--- src/rtl/halloween_pkg.sv ---
// Shared opcode encodings, FSM state type and opcode layout for the halloween sequencer.
package halloween_pkg;

   localparam logic [1:0] CLS_SYSTEM = 2'b00;
   localparam logic [1:0] CLS_COLOR  = 2'b01;
   localparam logic [1:0] CLS_SOUND  = 2'b10;
   localparam logic [1:0] CLS_EFFECT = 2'b11;

   localparam logic [1:0] ON        = 2'b00;
   localparam logic [1:0] RESET     = 2'b01;
   localparam logic [1:0] GREEN     = 2'b00;
   localparam logic [1:0] PURPLE    = 2'b01;
   localparam logic [1:0] ORANGE    = 2'b10;
   localparam logic [1:0] SCREAMING = 2'b00;
   localparam logic [1:0] CACKLING  = 2'b01;
   localparam logic [1:0] BOO       = 2'b10;
   localparam logic [1:0] WAVEHANDS = 2'b00;
   localparam logic [1:0] MOVEJAW   = 2'b01;
   localparam logic [1:0] FOG       = 2'b10;

   typedef enum logic [1:0] {
      ST_IDLE  = 2'd0,
      ST_GRANT = 2'd1,
      ST_EXEC  = 2'd2,
      ST_HOLD  = 2'd3
   } state_t;

   typedef struct packed {
      logic [1:0] cls;
      logic [1:0] code;
   } opcode_t;

endpackage

--- src/rtl/halloween_sequencer_rr_arbiter4.sv ---
// Combinational 4-way round-robin picker; the search starts at pointer.
module rr_arbiter4 (
   input  logic [3:0] req,
   input  logic [1:0] pointer,
   output logic [1:0] winner,
   output logic       any
);

   logic [1:0] idx;

   // Scan from the farthest offset down so the closest requester to pointer wins.
   always_comb begin
      winner = pointer;
      any    = 1'b0;
      idx    = 2'd0;
      for (int i = 3; i >= 0; i--) begin
         idx = pointer + 2'(i);
         if (req[idx]) begin
            winner = idx;
            any    = 1'b1;
         end
      end
   end

endmodule

--- src/rtl/halloween_sequencer.sv ---
// Round-robin opcode sequencer: grants one requester at a time, decodes its
// opcode into power/colour/sound/effect controls, and holds timed opcodes.
//
// state    | meaning
// ST_IDLE  | waiting for a request; arbiter result registered into sel
// ST_GRANT | gnt[sel] pulses, opcode captured, pointer advanced
// ST_EXEC  | captured opcode applied (or rejected with err)
// ST_HOLD  | sound/effect running; cnt counts down to 0
module halloween_sequencer
   import halloween_pkg::*;
#(
   parameter int SOUND_CYCLES  = 8,
   parameter int EFFECT_CYCLES = 4
) (
   input  logic            clk,
   input  logic            rst_n,
   input  logic [3:0]      req,
   input  logic [3:0][3:0] opcode,
   output logic [3:0]      gnt,
   output logic [1:0]      sel,
   output logic            busy,
   output logic            power_on,
   output logic [1:0]      color,
   output logic            sound_active,
   output logic [1:0]      sound_id,
   output logic            effect_active,
   output logic [1:0]      effect_id,
   output logic            err
);

   localparam int MAX_DUR = (SOUND_CYCLES > EFFECT_CYCLES) ? SOUND_CYCLES : EFFECT_CYCLES;
   localparam int CNT_W   = (MAX_DUR > 1) ? $clog2(MAX_DUR) : 1;

   state_t           state, state_nxt;
   logic [1:0]       pointer;
   logic [1:0]       winner;
   logic             any;
   opcode_t          op_q;
   logic [CNT_W-1:0] cnt;
   logic             op_legal, op_exec, op_timed;

   rr_arbiter4 u_arb (
      .req     (req),
      .pointer (pointer),
      .winner  (winner),
      .any     (any)
   );

   // Opcode legality and whether it takes effect given the current power state.
   always_comb begin
      op_legal = 1'b1;
      case (op_q.cls)
         CLS_SYSTEM: op_legal = (op_q.code == ON) || (op_q.code == RESET);
         default:    op_legal = (op_q.code != 2'b11);
      endcase
      op_exec  = op_legal && (power_on || ((op_q.cls == CLS_SYSTEM) && (op_q.code == ON)));
      op_timed = op_exec && ((op_q.cls == CLS_SOUND) || (op_q.cls == CLS_EFFECT));
   end

   // State register.
   always_ff @(posedge clk or negedge rst_n) begin
      if (!rst_n) state <= ST_IDLE;
      else        state <= state_nxt;
   end

   // Next-state logic.
   always_comb begin
      state_nxt = state;
      case (state)
         ST_IDLE:  if (any) state_nxt = ST_GRANT;
         ST_GRANT: state_nxt = ST_EXEC;
         ST_EXEC:  state_nxt = op_timed ? ST_HOLD : ST_IDLE;
         ST_HOLD:  if (cnt == '0) state_nxt = ST_IDLE;
         default:  state_nxt = ST_IDLE;
      endcase
   end

   // State-decoded outputs.
   always_comb begin
      gnt  = (state == ST_GRANT) ? (4'b0001 << sel) : 4'b0000;
      busy = (state != ST_IDLE);
   end

   // Datapath: selection, pointer, opcode capture, decoded controls and hold timer.
   always_ff @(posedge clk or negedge rst_n) begin
      if (!rst_n) begin
         sel           <= 2'd0;
         pointer       <= 2'd0;
         op_q          <= '0;
         cnt           <= '0;
         power_on      <= 1'b0;
         color         <= 2'b00;
         sound_active  <= 1'b0;
         sound_id      <= 2'b00;
         effect_active <= 1'b0;
         effect_id     <= 2'b00;
         err           <= 1'b0;
      end else begin
         err <= 1'b0;
         case (state)
            ST_IDLE: if (any) sel <= winner;
            ST_GRANT: begin
               op_q    <= opcode[sel];
               pointer <= sel + 2'd1;
            end
            ST_EXEC: begin
               if (!op_exec) begin
                  err <= 1'b1;
               end else begin
                  case (op_q.cls)
                     CLS_SYSTEM: begin
                        if (op_q.code == ON) begin
                           power_on <= 1'b1;
                        end else begin
                           power_on      <= 1'b0;
                           color         <= 2'b00;
                           sound_active  <= 1'b0;
                           effect_active <= 1'b0;
                        end
                     end
                     CLS_COLOR: color <= op_q.code;
                     CLS_SOUND: begin
                        sound_active <= 1'b1;
                        sound_id     <= op_q.code;
                        cnt          <= CNT_W'(SOUND_CYCLES - 1);
                     end
                     default: begin
                        effect_active <= 1'b1;
                        effect_id     <= op_q.code;
                        cnt           <= CNT_W'(EFFECT_CYCLES - 1);
                     end
                  endcase
               end
            end
            ST_HOLD: begin
               if (cnt == '0) begin
                  sound_active  <= 1'b0;
                  effect_active <= 1'b0;
               end else begin
                  cnt <= cnt - 1'b1;
               end
            end
            default: ;
         endcase
      end
   end

endmodule
--- config.mk ---
export PLATFORM = sky130hd
export DESIGN_NAME = halloween_sequencer
export DESIGN_NICKNAME = d
export VERILOG_FILES = /design/src/rtl/halloween_pkg.sv /design/src/rtl/halloween_sequencer_rr_arbiter4.sv /design/src/rtl/halloween_sequencer.sv
export SDC_FILE = /design/constraint.sdc
export NUM_CORES = 1
export LEC_CHECK = 0
export BUFFER_PORTS_ARGS = -buffer_cell sky130_fd_sc_hd__buf_4
export CORE_MARGIN = 2
export CORE_UTILIZATION = 52
export DETAILED_ROUTE_END_ITERATION = 8
export PLACE_DENSITY = 0.79
export SLEW_MARGIN = 20
export SYNTH_ARGS = -nofsm -noshare
export SYNTH_HDL_FRONTEND = slang
export SYNTH_SLANG_ARGS = --single-unit
--- constraint.sdc ---
create_clock -name clk -period 2.12 [get_ports clk]
set_input_delay 0.212 -clock clk [delete_from_list [all_inputs] [get_ports clk]]
set_output_delay 0.212 -clock clk [all_outputs]
set_load 0.005 [all_outputs]
==> Yosys cells after proc, flatten, opt, wreduce, memory -nomap -nowiden <==
Cells that the tools add are included.
{ "word_totals": {"reg_bits": 23, "inputBits": 22, "output_inout_bits": 17, "wordCells": 108} }
{ "classes": {"addsub": 5, "magnitude_cmp": 5, "n_eq_ne": 17, "shift": 1, "muxes": 41, "n_bitwise": 1, "reduce_logical": 25} }
{ "op_table": {"columns": ["op", "n"], "rows": [
  ["1-bit two-way mux", 16],
  ["2-bit two-way mux", 8],
  ["2-bit inequality test (second input constant)", 8],
  ["2-bit by 3-bit less-than comparator with 1-bit output (second input constant)", 5],
  ["3-bit one-hot mux with 2 select lines", 2],
  ["5-bit AND reduction", 2],
  ["3-bit AND reduction", 3],
  ["1-bit binary-select mux with 2-bit select", 4],
  ["4-bit binary-select mux with 2-bit select", 1],
  ["2-bit == test (second input constant)", 4],
  ["4-bit two-way mux", 2],
  ["1-bit one-hot mux with 2 select lines", 4],
  ["2-bit one-hot mux with 4 select lines", 1],
  ["4-bit AND reduction", 2],
  ["2-bit by 1-bit == test with 1-bit output (second input constant)", 3],
  ["2-bit zero test", 3],
  ["3-bit two-way mux", 2],
  ["3-bit inequality test (second input constant)", 2],
  ["2-bit nonzero test", 3],
  ["2-bit by 1-bit adder with 2-bit output (second input constant)", 2],
  ["2-bit adder (second input constant)", 2],
  ["2-bit one-hot mux with 2 select lines", 1],
  ["2-bit AND reduction", 2],
  ["2-bit OR reduction", 2],
  ["other kinds (7)", 11]
]} }

==> Longest topological paths before layout <==
Gate-level depths: netlist of run 1.
{ "logic_depth": {"word_depth": 9, "ltp_mapped": 7, "ltp_nobuf": 7} }

==> By module <==
From an unflattened synthesis of run 1, not the netlist that was laid out.
{ "hier_totals": {"hier_cells": 139, "hier_area_um2": 1426.4} }
{ "modules_own_cells": {"columns": ["mod", "n_inst", "cells_each", "area_per_inst_um2", "seq_area_each_um2"], "rows": [
  ["halloween_sequencer", 1, 123, 1326.3, 575.6],
  ["rr_arbiter4", 1, 16, 100.1, 0.0]
]} }

==> Worst setup path after synthesis of run 1 <==
OpenSTA, ideal clock, no wires.
{ "synth_timing": {"path_kind": "register to register", "start": "register op_q[2] (netlist bit)", "end": "register effect_id[0]", "setup_time_ns": 0.125, "t_arrival_ns": 1.472, "t_required_ns": 1.995, "slack_ns": 0.524, "stages_incl_launch_ff": 8, "n_path_buf": 0, "period_less_slack_ns": 1.596, "cell_sequence": "dfrtp_1 inv_1 ha_1 nor2b_1 a21oi_1 o22ai_2 nand2_1 mux2_2"} }
{ "synth_between": {"elab_chain_len": 5, "word_cells_on_any_way": 10, "cone_classes": "2 x eq/ne; 1 x mux; 1 x bitwise; 6 x reduce/logical"} }
{ "synth_lines": {"columns": ["item", "line", "text"], "rows": [
  ["start, declared", "halloween_sequencer.sv:38", "opcode_t op_q;"],
  ["start signal, assigned", "halloween_sequencer.sv:103", "op_q <= opcode[sel];"],
  ["parallel branches: the longest is 4 deep, another holds 3-bit OR reduction", null, null],
  ["3-bit AND reduction (no source line) *", null, null],
  ["end signal, assigned", "halloween_sequencer.sv:129", "effect_id <= op_q.code;"],
  ["end, declared", "halloween_sequencer.sv:27", "output logic [1:0] effect_id,"]
]} }
Mark *: on every way between the ends.
A chain may end at the register's enable or synchronous reset.

==> Worst setup path after layout of run 1 <==
{ "layout_timing": {"start": "register state[0]", "end": "register sound_id[1]"} }
{ "layout_between": {"elab_chain_len": 2} }
{ "layout_lines": {"columns": ["item", "line", "text"], "rows": [
  ["start, declared", "halloween_sequencer.sv:34", "state_t state, state_nxt;"],
  ["start signal, assigned", "halloween_sequencer.sv:63", "else state <= state_nxt;"],
  ["2-bit == test", "halloween_sequencer.sv:100", "case (state)"],
  ["3-bit AND reduction (no source line)", null, null],
  ["end signal, assigned", "halloween_sequencer.sv:124", "sound_id <= op_q.code;"],
  ["end, declared", "halloween_sequencer.sv:25", "output logic [1:0] sound_id,"]
]} }
Every way passes these cells.

==> key figures, run 1 <==
Clock network
  • Post-CTS Setup Bufs: 0
  • Clock Latency Late Sink: 0.31 ns
  • Post-cts sizing count: 0
  • CTS tree: done
  • Clk sink count: 23
  • Clock Path Buffers: 2
  • Htree depth: 1
  • Clock-pin transition on the worst setup and hold timing paths: 0.13 ns
  • CTS Root Cell: clkbuf_4
  • Num CTS Buffers: 3
  • # hold bufs at CTS: 1

Worst setup path
  • CP startpoint kind: flip-flop
  • R2r setup slk: 0.33 ns
  • WP depth: 5
  • CP top delay family: simple AND/OR/NAND/NOR gates
  • WP data required: 2.33 ns
  • Critical Path Slowest Stage Cell: dfrtp_1
  • CP max FO: 15
  • Critical Path Sink Type: flip-flop
  • Crit path from: state[0]
  • Critical path class: reg -> reg
  • Max stage delay on crit path: 0.54 ns
  • R2R depth: 5
  • Cell Chain, Critical Path: nand2b_4 -> or2_1 -> o22ai_2 -> nand2_1 -> mux2_2
  • Buf/Inv on CP: 0
  • CP arrival: 2.00 ns
  • FF-to-FF Start: state[0]

Global routing
  • Overall routing resource usage: 20.4%
  • First-pass GRT wire length: 5180 µm
  • Antenna violations before repair: 0
  • Number of global-route vias before repair: 1252
  • Grt total ovfl: 0
  • Largest net degree at the start of global routing: 24

Synthesis
  • Commonest cells in the netlist: 23 x dfrtp_1, 15 x o21ai_0, 13 x nand2_1, 12 x inv_1, 11 x ha_1
  • Top post-synthesis cells by area: dfrtp_1 40%, ha_1 9.6%, mux4_2 6.3%, mux2_2 5.5%, o21ai_0 5.2%
  • Seq/Total Area, Yosys: 40.2%
  • Prevailing post-synth register cell: dfrtp_1
  • Yosys cell types: 36
  • EDFF count, synth: 0
  • Synthesized cell area: 1430 µm²
  • Share of flip-flops with an asynchronous set or reset: 100%
  • Post-synth top area cell: dfrtp_1
  • Synth top area share: 40.2%
  • Most common cell in the netlist: dfrtp_1
  • Syn Inst Count: 144
  • Number of synthesized register bits: 23
  • Ys Warns: 0
  • Post-Syn Nets: 177
  • Synthesized area per cell: 9.93 µm²

Timing
  • Final setup TNS: 0 ns
  • RSZ-0062 raised after global routing: no
  • Max Clock Skew: 0.00451 ns
  • Worst slew pin tran: 0.404 ns
  • Final Hold Vio Count: 0
  • Post-route clock period utilization: 84.3%
  • Max-slew violation count: 0
  • # setup viols final: 0
  • Min Tclk post-route: 1.79 ns
  • Fmax: 0.560 GHz
  • Relative slew slack: 73.1%

Die
  • Io pins: 39
  • Die ar.: 3190 µm²
  • Vert. Die Dim: 56.4 µm
  • Core area: 2690 µm²
  • DIE WIDTH: 56.4 µm
  • Initial Util: 53.2%
  • Row cnt: 19

Outcome
  • Outcome: complete, no violations

Cells and area
  • Area growth from synthesis to layout: 23.6%
  • # diodes: 0
  • Fraction of layout cells with a size suffix above 1: 30.2%
  • Nets@finish: 216

Detailed routing
  • Drt drc: 0
  • Antenna-violating nets left: 0
  • Met2 wire length: 1560 µm
  • WL/cell: 14.4 µm
  • Routed vias/inst: 5.89
  • WL final: 3070 µm
  • Via Count: 1254
  • Drt pass-1 iters: 4
  • DR WL met3: 131 µm
  • DR iter-0 viols: 23
  • Post-Route M1 WL: 1340 µm
  • DR top layer: met4

Hold path
  • Worst min path class: in -> reg
  • Hold Path Depth: 3
  • Worst Hold Launch: req[0]

Power
  • Leak: 0.858 nW
  • VDD IR-drop max: 812 µV
  • Final Power: 0.00249 W
  • Pwr per Cell Area: 1410 nW/µm²

Place
  • PortBufs: 38
  • DP HPWL: 2390 µm
  • RePlAce Congestion: 0.769

Flow run
  • MaxCap Viol Count: 0
==> final cells by class <==
cell class              count  area [µm²]
multi-input cells         104         787
clock buffers               4        26.3
flip-flops and latches     23         576
fillers                   234         918
well taps                  31        38.8
repair buffers             39         295
inverters                  12        45.0
==> flip-flops by register name, indices dropped and copies added (netlist names) <==
signal and flops:
cnt 3, color 2, effect_active 1, effect_id 2
err 1, op_q 4, pointer 2, power_on 1
sel 2, sound_active 1, sound_id 2, state 2
==> layout by cell type (no fill, tap or decap), types with 2 or more instances in the layout <==
| master | count |
|---|---|
| nor3b_1 | 2 |
| mux2i_1 | 2 |
| nand2_1 | 13 |
| nor2_1 | 9 |
| and3_1 | 4 |
| clkbuf_4 | 3 |
| a32o_1 | 2 |
| mux4_2 | 4 |
| a21oi_1 | 5 |
| a22oi_1 | 4 |
| nand2b_1 | 3 |
| o22ai_1 | 3 |
| ha_1 | 11 |
| o21ai_0 | 15 |
| buf_4 | 38 |
| mux2_2 | 7 |
| dfrtp_1 | 23 |
| nand3_1 | 3 |
| inv_1 | 12 |
==> cells by family (layout without fill, tap and decap cells) <==
logic type | Yosys count | count (layout) | share of synthesized area (%)
fa+ha+maj | 11 | 11 | 9.62
flops | 23 | 23 | 40.2
buf+inv | 17 | 55 | 4.72
simple gates | 41 | 41 | 14.5
mux | 13 | 13 | 13.2
compound gates | 39 | 39 | 17.7
==> worst register-to-register path, delay by kind of cell, from the launching register on <==
family / cells / cell delay, ns
simple gates: 3 / 0.59
compound gates: 1 / 0.26
flops: 1 / 0.54
mux: 1 / 0.28
==> through the flow <==
| stage | hold slack [ns] | cells | instance area (µm²) | setup WS, ns | utilization, % |
|---|---|---|---|---|---|
| finish | 0.213 | 213 | 1770 | 0.334 | 65.8 |
| global route | 0.219 | 213 | 1770 | 0.171 | 65.8 |
| floorplan | -0.0836 | 144 | 1430 | 0.524 | - |
| global placement | 0.115 | 208 | 1730 | 0.452 | 64.5 |
| CTS | 0.212 | 213 | 1770 | 0.315 | 65.8 |
| detailed placement | 0.124 | 208 | 1730 | 0.363 | 64.5 |
==> power by group <==
part | internal [W] | switching [W] | total (W)
logic | 0.000703 | 0.000623 | 0.00133
registers | 0.000654 | 0.000303 | 0.000957
clock network | 0.0000736 | 0.000131 | 0.000205
==> final timing paths <==
| kind | endpoint |
|---|---|
| setup / recovery | sound_id[1] |
| hold / removal | sel[0] |
| setup reg to reg | sound_id[1] |
| hold reg to reg | color[0] |
| max in group asynchronous | power_on |
| min in group asynchronous | pointer[0] |
==> per-layer routing <==
metal | global-route usage, % | vias to the layer above
met5 | 0 | -
li1 | - | 594
met2 | 35.9 | 36
met1 | 25.0 | 619
met4 | 7.48 | 0
met3 | 3.00 | 5
Note: power is estimated with default switching activity, not from simulation.
==> inputs of run 2 (changes only) <==
Settings changed: ABC_AREA set to 1, CORE_UTILIZATION 52 to 48, PLACE_DENSITY 0.79 to 0.76.
Clock period 2.12 ns to 1.54 ns, I/O delays scaled along.
==> run 2 against run 1 <==
Net effect: sequential share of layout area fell by 5.2 points; via count grew 16%; die area rose by 20%; maximum frequency is 17% higher; critical path type unchanged; critical endpoint is now effect_active; largest cell class unchanged.
==> key figures, run 2 <==
Cells and area
  • # diodes: 0 (unchanged)
  • Post-layout util: 68.0% (+2.2 points)
  • Post-route insts no fill: 305 (+43%)
  • Regs by FF count: op_q: 4 flops, cnt: 3 flops
  • Fraction of layout cells with a size suffix above 1: 41.8% (+12 points)
  • Most common cell after layout, fill and taps aside: buf_4
  • Top reg by flops: op_q
  • Max FFs per register: 4 (unchanged)
  • Commonest non-fill, non-tap cells in the layout: 49 x buf_4, 40 x nand2_1, 21 x dfrtp_1
  • Nets@finish: 295 (+37%)
  • Area growth from synthesis to layout: 31.7%

Synthesis
  • Synth top area share: 35.9% (-4.3 points)
  • Seq/Total Area, Yosys: 35.9% (-4.3 points)
  • EDFF count, synth: 0 (unchanged)
  • Most common cell in the netlist: nand2_1
  • Post-Syn Nets: 243 (+37%)
  • Share of flip-flops with an asynchronous set or reset: 100% (unchanged)
  • Yosys cell types: 29 (-19%)
  • Syn Inst Count: 210 (+46%)
  • Number of synthesized register bits: 23 (unchanged)
  • Synthesized area per cell: 7.63 µm² (-23%)
  • Post-synth top area cell: dfrtp_1
  • Synthesized cell area: 1600 µm² (+12%)
  • Prevailing post-synth register cell: dfrtp_1
  • Ys Warns: 0 (unchanged)
  • Top post-synthesis cells by area: dfrtp_1 36%, nand2_1 9.6%, ha_1 8.6%, o21ai_0 6.6%, nand2_2 5.5%
  • Commonest cells in the netlist: 41 x nand2_1, 23 x dfrtp_1, 22 x inv_1, 21 x o21ai_0, 18 x nor2_1

Clock network
  • Clock-pin transition on the worst setup and hold timing paths: 0.12 ns (about the same)
  • CTS Root Cell: clkbuf_4
  • CTS tree: done
  • Clock Path Buffers: 2 (unchanged)
  • Clock Latency Late Sink: 0.31 ns (about the same)
  • Htree depth: 1 (unchanged)
  • Num CTS Buffers: 3 (unchanged)
  • Clk sink count: 23 (unchanged)

Die
  • Initial Util: 51.6% (-1.6 points)
  • Vert. Die Dim: 61.8 µm (+9.4%)
  • DIE WIDTH: 61.8 µm (+9.4%)
  • Io pins: 39 (unchanged)
  • Die ar.: 3810 µm² (+20%)
  • Row cnt: 20 (+1)
  • Core area: 3100 µm² (+16%)

Global routing
  • Number of global-route vias before repair: 1278 (+2.1%)
  • Antenna violations before repair: 0 (unchanged)
  • Largest net degree at the start of global routing: 24 (unchanged)
  • Overall routing resource usage: 18.0% (-2.4 points)
  • Grt total ovfl: 0 (unchanged)
  • First-pass GRT wire length: 5180 µm (unchanged)

Detailed routing
  • Antenna-violating nets left: 0 (unchanged)
  • Drt pass-1 iters: 6 (+2)
  • WL/cell: 11.0 µm (-24%)
  • DR iter-0 viols: 61 (+170%)
  • WL final: 3360 µm (+9.5%)
  • Drt drc: 0 (unchanged)
  • Via Count: 1458 (+16%)
  • Routed vias/inst: 4.78 (-19%)

Worst setup path
  • R2r setup slk: 0.02 ns (-0.32 ns)
  • WP data required: 1.76 ns (-0.57 ns)
  • Critical Path Slowest Stage Cell: dfrtp_1
  • Critical path class: reg -> reg
  • CP arrival: 1.74 ns (-0.26 ns)
  • Buf/Inv on CP: 2 (+2)
  • Cell Chain, Critical Path: inv_2 -> ha_4 -> nand3_2 -> nand2_2 -> nand2_2 -> inv_2 -> nor2_4 -> nor2_4 -> nand3_2 -> nand2_1 -> o21ai_1
  • Critical Path Sink Type: flip-flop
  • CP max FO: 4 (-11)
  • CP startpoint kind: flip-flop
  • CP top delay family: simple AND/OR/NAND/NOR gates
  • Max stage delay on crit path: 0.42 ns (-0.12 ns)

Power
  • Pwr per Cell Area: 2050 nW/µm² (+46%)
  • VDD IR-drop max: 962 µV (+19%)
  • Leak: 1.09 nW (+27%)

Timing
  • Fmax: 0.656 GHz (+17%)
  • # setup viols final: 0 (unchanged)
  • Final setup TNS: 0 ns (unchanged)
  • Final Hold Vio Count: 0 (unchanged)
  • Worst slew pin tran: 0.289 ns (-0.115 ns)
  • Hold slack: 0.217 ns (+0.00458 ns)
  • Relative slew slack: 80.7% (+7.6 points)
  • RSZ-0062 raised after global routing: yes
  • Post-route clock period utilization: 99.0% (+15 points)
  • Max Clock Skew: 0.000924 ns (-0.00359 ns)
  • Min Tclk post-route: 1.52 ns (-0.262 ns)
  • Max-slew violation count: 0 (unchanged)

Place
  • DP HPWL: 2480 µm (+3.8%)
  • Placed Cells: 294 (+41%)
  • PortBufs: 38 (unchanged)
  • RePlAce Congestion: 0.843 (+9.6%)

Flow run
  • MaxCap Viol Count: 0 (unchanged)

Outcome
  • Outcome: complete, no violations

Hold path
  • Worst min path class: in -> reg
## run 2: cell types whose count changed after synthesis, moves of 6 or more
| cell | previous run | this run |
|---|---|---|
| mux2_2 | 7 | 0 |
| inv_1 | 12 | 22 |
| o21ai_0 | 15 | 21 |
| nand3_1 | 3 | 13 |
| nand2_2 | 0 | 14 |
| inv_2 | 0 | 9 |
| nand2_1 | 13 | 41 |
| nor2_1 | 9 | 18 |
## run 2: worst reg2reg max path: stages, from the launching register on
cell and delay [ns]:
dfrtp_1 0.42, inv_2 0.14, ha_4 0.16, nand3_2 0.08, nand2_2 0.07, nand2_2 0.07, inv_2 0.10, nor2_4 0.05
nor2_4 0.14, nand3_2 0.09, nand2_1 0.07, o21ai_1 0.05
## run 2: logic make-up after synthesis
logic type	count (synthesis)	share of synthesized area [%]
buf+inv	36	9.69
fa+ha+maj	11	8.59
compound gates	39	14.3
flops	23	35.9
simple gates	101	31.5
## run 2: final timing paths
path / startpoint / cells after the start / end
worst max-delay path: op_q[3] / 11 / effect_active
worst min-delay path: opcode[3] / 5 / op_q[3]
worst max register to register: op_q[3] / 11 / effect_active
worst min register to register: effect_active / 2 / effect_active
max in group asynchronous: rst_n / 2 / sel[1]
min in group asynchronous: rst_n / 2 / effect_active
## run 2: cell type report
class | instances | area (µm²)
fill | 256 | 993
multi-input combinational | 151 | 938
clock buffer | 3 | 22.5
timing repair buffer | 50 | 378
tap | 44 | 55.1
inverter | 33 | 133
sequential | 23 | 578
clock inverter | 1 | 5.00
## run 2: layer usage
metal  up-vias  part of all wire (%)  track usage (%)
li1        772                     -                -
met5         -                     0                0
met2        40                    47             30.2
met4         0                   1.8             4.56
met3         7                   4.4             2.48
met1       639                    47             24.5
## run 2: power breakdown
part | internal [W] | leakage (nW) | switching [W]
clock network | 0.0000972 | 0.0177 | 0.000179
registers | 0.000879 | 0.286 | 0.000241
logic | 0.00126 | 0.785 | 0.00168
total | 0.00223 | 1.09 | 0.00210
## run 2: stage by stage
stage,setup slack [ns],power (W),instance area (µm²)
4_1_cts,0.0130,0.00409,2020
3_3_place_gp,0.0312,0.00370,1960
5_1_grt,-0.104,0.00479,2110
2_1_floorplan,0.0649,0.00299,1600
6_report,0.0153,0.00433,2110
3_5_place_dp,-0.0266,0.00372,1960
## run 2: timing repair
| action | in CTS | in global routing |
|---|---|---|
| setup endpoints to repair | 6 | 14 |
| pin swaps | 1 | 7 |
| endpoints found under the hold margin | 23 | 0 |
| hold buffers | 1 | 0 |
| setup buffers | 2 | 4 |
| cloned | 0 | 0 |
| gates resized for setup | 6 | 15 |
